==> config.mk <==
export PLATFORM = sky130hd
export DESIGN_NAME = max_unpool_flat
export DESIGN_NICKNAME = d
export VERILOG_FILES = /design/src/rtl/max_unpool_if.sv /design/src/rtl/max_unpool.sv /design/src/flat_wrapper.sv
export SDC_FILE = /design/constraint.sdc
export NUM_CORES = 2
export LEC_CHECK = 0
export ABC_CLOCK_PERIOD_IN_PS = 35200
export CORE_AREA = 2 2 411 413
export CTS_BUF_LIST = sky130_fd_sc_hd__clkbuf_8
export DETAILED_ROUTE_END_ITERATION = 10
export DIE_AREA = 0 0 413 415
export GPL_TIMING_DRIVEN = 0
export PLACE_DENSITY = 0.49
export SLEW_MARGIN = 20
export SYNTH_ARGS = -nofsm -noshare
export SYNTH_HDL_FRONTEND = slang
export SYNTH_SLANG_ARGS = --single-unit
==> constraint.sdc <==
create_clock -name clk -period 35.2 [get_ports clk]
set_clock_uncertainty 0.05 [all_clocks]
set_input_delay 8.8 -clock clk [delete_from_list [all_inputs] [get_ports clk]]
set_output_delay 8.8 -clock clk [all_outputs]
set_load 0.05 [all_outputs]
==> src/rtl/max_unpool_if.sv <==
// Pooled-value stream into the max-unpool stage: one value plus its 2x2 argmax index per beat.
// The source drives valid/data/idx and the unpool stage returns ready.
interface max_unpool_if #(
    parameter int unsigned DATA_WIDTH = 16
);
    logic                  in_valid;
    logic                  in_ready;
    logic [DATA_WIDTH-1:0] in_data;
    logic [1:0]            in_idx;

    modport master (
        output in_valid,
        output in_data,
        output in_idx,
        input  in_ready
    );

    modport slave (
        input  in_valid,
        input  in_data,
        input  in_idx,
        output in_ready
    );
endinterface

==> src/rtl/max_unpool.sv <==
// Inverse 2x2/stride-2 max pool: scatters each pooled value to its argmax cell of a
// 2x-upsampled map held in registers; the other three cells of every window stay zero.
module max_unpool #(
    parameter  int unsigned DATA_WIDTH = 16,
    parameter  int unsigned IN_SIZE    = 4,
    localparam int unsigned OUT_SIZE   = 2 * IN_SIZE,
    localparam int unsigned CNT_W      = $clog2(IN_SIZE * IN_SIZE + 1)
) (
    input  logic                  clk,
    input  logic                  reset,
    input  logic                  en,
    max_unpool_if.slave           in_if,
    output logic [DATA_WIDTH-1:0] ofmap [0:OUT_SIZE-1][0:OUT_SIZE-1],
    output logic                  done_unpool
);
    localparam int unsigned RC_W   = (IN_SIZE > 1) ? $clog2(IN_SIZE) : 1;
    localparam int unsigned OW     = $clog2(OUT_SIZE);
    localparam int unsigned BEATS  = IN_SIZE * IN_SIZE;

    localparam logic [1:0] S_IDLE    = 2'd0;
    localparam logic [1:0] S_PROCESS = 2'd1;
    localparam logic [1:0] S_DONE    = 2'd2;

    logic [1:0]       state_q;
    logic [1:0]       state_d;
    logic [RC_W-1:0]  row_q;
    logic [RC_W-1:0]  col_q;
    logic [CNT_W-1:0] count_q;

    logic             accept_c;
    logic             last_beat_c;
    logic [OW-1:0]    wr_row_c;
    logic [OW-1:0]    wr_col_c;

    // Beat handshake and the target cell inside the current window
    always_comb begin
        accept_c    = in_if.in_valid && in_if.in_ready && (state_q == S_PROCESS);
        last_beat_c = accept_c && (count_q == CNT_W'(BEATS - 1));
        wr_row_c    = OW'({row_q, 1'b0}) + OW'(in_if.in_idx[1]);
        wr_col_c    = OW'({col_q, 1'b0}) + OW'(in_if.in_idx[0]);
    end

    always_ff @(posedge clk or posedge reset) begin
        if (reset) begin
            state_q <= S_IDLE;
        end else begin
            state_q <= state_d;
        end
    end

    // Completion beats an abort when en drops on the final accept
    always_comb begin
        state_d = state_q;
        case (state_q)
            S_IDLE: begin
                if (en) begin
                    state_d = S_PROCESS;
                end
            end
            S_PROCESS: begin
                if (last_beat_c) begin
                    state_d = S_DONE;
                end else if (!en) begin
                    state_d = S_IDLE;
                end
            end
            S_DONE: begin
                if (!en) begin
                    state_d = S_IDLE;
                end
            end
            default: state_d = S_IDLE;
        endcase
    end

    // Registered status outputs track the state being entered
    always_ff @(posedge clk or posedge reset) begin
        if (reset) begin
            in_if.in_ready <= 1'b0;
            done_unpool    <= 1'b0;
        end else begin
            in_if.in_ready <= (state_d == S_PROCESS);
            done_unpool    <= (state_d == S_DONE);
        end
    end

    // Raster position of the next pooled beat; cleared at frame start
    always_ff @(posedge clk or posedge reset) begin
        if (reset) begin
            row_q   <= '0;
            col_q   <= '0;
            count_q <= '0;
        end else if ((state_q == S_IDLE) && en) begin
            row_q   <= '0;
            col_q   <= '0;
            count_q <= '0;
        end else if (accept_c) begin
            count_q <= count_q + CNT_W'(1);
            if (col_q == RC_W'(IN_SIZE - 1)) begin
                col_q <= '0;
                row_q <= row_q + RC_W'(1);
            end else begin
                col_q <= col_q + RC_W'(1);
            end
        end
    end

    // Map storage: wiped at frame start, one cell written per accepted beat
    always_ff @(posedge clk or posedge reset) begin
        if (reset) begin
            for (int i = 0; i < OUT_SIZE; i++) begin
                for (int j = 0; j < OUT_SIZE; j++) begin
                    ofmap[i][j] <= '0;
                end
            end
        end else if ((state_q == S_IDLE) && en) begin
            for (int i = 0; i < OUT_SIZE; i++) begin
                for (int j = 0; j < OUT_SIZE; j++) begin
                    ofmap[i][j] <= '0;
                end
            end
        end else if (accept_c) begin
            ofmap[wr_row_c][wr_col_c] <= in_if.in_data;
        end
    end
endmodule

==> src/flat_wrapper.sv <==
// flat-port wrapper written by rule: the top's interface ports become plain ports
module max_unpool_flat 
#(
    parameter  int unsigned DATA_WIDTH = 16,
    parameter  int unsigned IN_SIZE    = 4,
    localparam int unsigned OUT_SIZE   = 2 * IN_SIZE,
    localparam int unsigned CNT_W      = $clog2(IN_SIZE * IN_SIZE + 1)
)
  (clk, reset, en, ofmap, done_unpool, in_if_in_valid, in_if_in_data, in_if_in_idx, in_if_in_ready);
  max_unpool_if #(.DATA_WIDTH(DATA_WIDTH)) in_if_i ();
  input  logic clk;
  input  logic reset;
  input  logic en;
  output logic [DATA_WIDTH-1:0] ofmap[0:OUT_SIZE-1][0:OUT_SIZE-1];
  output logic done_unpool;
  input wire logic [$bits(in_if_i.in_valid)-1:0] in_if_in_valid;
  input wire logic [$bits(in_if_i.in_data)-1:0] in_if_in_data;
  input wire logic [$bits(in_if_i.in_idx)-1:0] in_if_in_idx;
  output wire logic [$bits(in_if_i.in_ready)-1:0] in_if_in_ready;
  assign in_if_i.in_valid = in_if_in_valid;
  assign in_if_i.in_data = in_if_in_data;
  assign in_if_i.in_idx = in_if_in_idx;
  assign in_if_in_ready = in_if_i.in_ready;
  max_unpool #(.DATA_WIDTH(DATA_WIDTH), .IN_SIZE(IN_SIZE)) u_core (.clk(clk), .reset(reset), .en(en), .in_if(in_if_i), .ofmap(ofmap), .done_unpool(done_unpool));
endmodule
==> flow_summary_export.csv <==
group,metric,value,unit
clocking,cts_setup_buffers,0,
global_routing,grt_remaining_overflow,0,
sta,period_share,0.324,
yosys,ys_types,45,
outcome,status,"finished clean",
clocking,h-tree-depth,4,
clocking,cts_root_buf,"clkbuf_8",
finish,area_growth,41.2,%
sta,hold_slack,0.459,ns
die,start_util,0.260,
global_routing,grt_pass1_vias,36000,
drt,via_count,35700,
global_routing,grt.met3_usage,0.0886,
placed_design,portBuffers,1035,
drt,wl_per_cell,30.1,um
yosys,synth_edf_count,0,
yosys,ys_async_sr_fraction,1.00,
worst_setup_path,cp_top_family,"buffers and inverters",
worst_setup_path,worst_ep_arrival_time,12.13,ns
clocking,cts_sinks,1037,
placed_design,gp_congestion,0.860,
sta,finalHoldViolCount,0,
global_routing,grt_max_degree,33,
yosys,synth-main-ff-cell,"dfrtp_1",
die,die_area,0.171,mm2
worst_setup_path,cp.required,35.92,ns
die,fp.dieW,413,um
clocking,clkSlewWorstSetupHoldPaths,0.06,ns
clocking,cts_hold_buf,0,
sta,rsz0062_at_grt,"false",
worst_setup_path,cpMostUsedCell,"buf_2",
global_routing,use_met2,0.417,
job,cap_violations,0,
worst_setup_path,worstSetupPathType,"primary input to register",
sta,slew_headroom,0.224,
finish,num-nets-final,5102,
clocking,cts_tree,"yes",
drt,wirelength,224,mm
drt,vias_per_cell,4.81,
worst_setup_path,critPathCaptureType,"register",
sta,drv_slew,0,
global_routing,antenna_found_initial,11,
power,powerDensity,42.0,mW/mm2
die,io_pins,1048,
finish,n_fill_cell,16700,
sta,worst_pin_slew,1.16,ns
clocking,cts_buffers,190,
worst_setup_path,slowest_stage,"nand2_1",
clocking,cts_resized,0,
global_routing,track_usage,0.255,
die,placementRows,150,
drt,drc,0,
clocking,clk_latency,0.97,ns
power,power.leakage,28.5,nW
power,peakVddDrop,0.0410,mV
sta,setup_tns,0,ns
yosys,seq_area_frac_synth,0.600,
worst_setup_path,worst-path-buf-inv,4,
yosys,synth_fp_nets,3832,
die,core_area,0.167,mm2
drt,ant_nets,0,
yosys,netlist_area,0.0433,mm2
sta,period_needed,11.41,ns
global_routing,use_met1,0.305,
yosys,ys_seq_elements,1037,
worst_setup_path,critPathLaunchType,"primary input",
worst_setup_path,crit_fanout,11,
worst_setup_path,path_cells,"clkdlybuf4s50_1, or3b_1, buf_2, buf_2, nand2_1, clkbuf_1, mux2i_1",
global_routing,grt.busiest_layer,"met2",
global_routing,grt_pass1_wl,305,mm
die,dieHeight,415,um
yosys,synthCells,3800,
sta,finalSetupViolations,0,
finish,drive_gt1_frac,0.115,
clocking,cts_buffer_depth,3,
yosys,yosys_warnings,0,
drt,drt_pre_antenna_iters,5,
sta,fmax,87.6,MHz
drt,drt-initial-drc-count,2756,
placed_design,dp_hpwl,165,mm
yosys,syn_avg_cell_area,11.4,um2
worst_setup_path,worst_path_largest_cell_delay,0.89,ns
hold_path,hold_path_class,"register to register",
==> area by class of cell <==
cell class / instances / area [um2] / area share
antenna: 11 / 27.5 / 0.000450
sequential: 1037 / 25900 / 0.425
buffer: 406 / 2100 / 0.0343
clock buffer: 238 / 3280 / 0.0536
timing repair buffer: 1078 / 11300 / 0.184
tap: 2204 / 2760 / 0.0451
inverter: 8 / 33.8 / 0.000553
clock inverter: 92 / 483 / 0.00790
multi-input combinational: 2349 / 15200 / 0.249
==> power by group <==
group / switching [mW] / leakage [nW] / internal [mW] / total [mW]
clock network: 0.556 / 2.19 / 0.620 / 1.18
registers: 0.00329 / 14.5 / 1.20 / 1.20
logic: 0.155 / 11.8 / 0.0360 / 0.191
==> cells in the mapped netlist, types with 13 or more instances <==
cell type | number | area (um2)
clkbuf_1 | 152 | 571
o211ai_1 | 176 | 1320
o21ai_1 | 44 | 220
mux2i_1 | 714 | 7150
buf_2 | 188 | 941
buf_6 | 35 | 394
nand2_1 | 885 | 3320
o21ai_0 | 271 | 1360
nor3_4 | 13 | 211
nand3_1 | 137 | 686
dfrtp_1 | 1037 | 25900
buf_1 | 15 | 56.3
buf_4 | 15 | 113
==> sequential cells by signal, summed over array words and instances, names as in the netlist <==
register               flops
u_core.col_q               2
u_core.state_q             2
u_core.done_unpool         1
u_core.count_q             5
u_core.ofmap            1024
u_core.row_q               2
u_core.in_if.in_ready      1
==> cells in the final DEF (no fill, tap or decap), drive strengths merged, types with 11 or more instances in the layout <==
| cell type | instances |
|---|---|
| clkinv | 15 |
| o211ai | 176 |
| inv | 80 |
| dfrtp | 1037 |
| nor3 | 13 |
| nand3 | 137 |
| nand2 | 891 |
| nand4b | 11 |
| mux2i | 714 |
| diode | 11 |
| clkdlybuf4s50 | 1035 |
| buf | 297 |
| clkbuf | 390 |
| o21ai | 315 |
| or3 | 12 |
==> through the flow <==
step	total power [mW]	utilization	setup WS, ns	instances	area, um2
global route	2.66	0.367	23.71	7413	61100
finish	2.57	0.367	23.79	7423	61100
floorplan	1.31	-	12.05	3800	43300
detailed placement	1.42	0.344	22.67	7082	57300
CTS	2.60	0.367	23.75	7412	61100
global placement	1.41	0.338	4.11	7039	56400
==> final timing paths <==
kind,from,endpoint,slack [ns],depth (start not counted)
worst max register to register,u_core.state_q[1],u_core.ofmap[327],31.48,7
worst min register to register,u_core.count_q[2],u_core.count_q[2],0.46,1
worst min-delay path,u_core.count_q[2],u_core.count_q[2],0.46,1
min in group asynchronous,reset,u_core.ofmap[151],8.20,2
worst max-delay path,en,u_core.ofmap[327],23.79,7
max in group asynchronous,reset,u_core.ofmap[309],24.24,12
==> metal layers <==
layer	wire length (um)	part of all wire
met1	86900	0.39
met2	107000	0.48
met3	20200	0.090
met4	9460	0.042
met5	32	0.00014
==> cell families after synthesis <==
group	after synthesis	share of synthesized area
AOI/OAI and AO/OA	498	0.0679
xor gates and xnor gates	1	0.000202
adders and majority gates	10	0.00289
buffers and inverters	414	0.0490
DFF	1037	0.600
muxes	714	0.165
and+or+nand+nor	1126	0.115
Power figures use the tool's default switching activity.
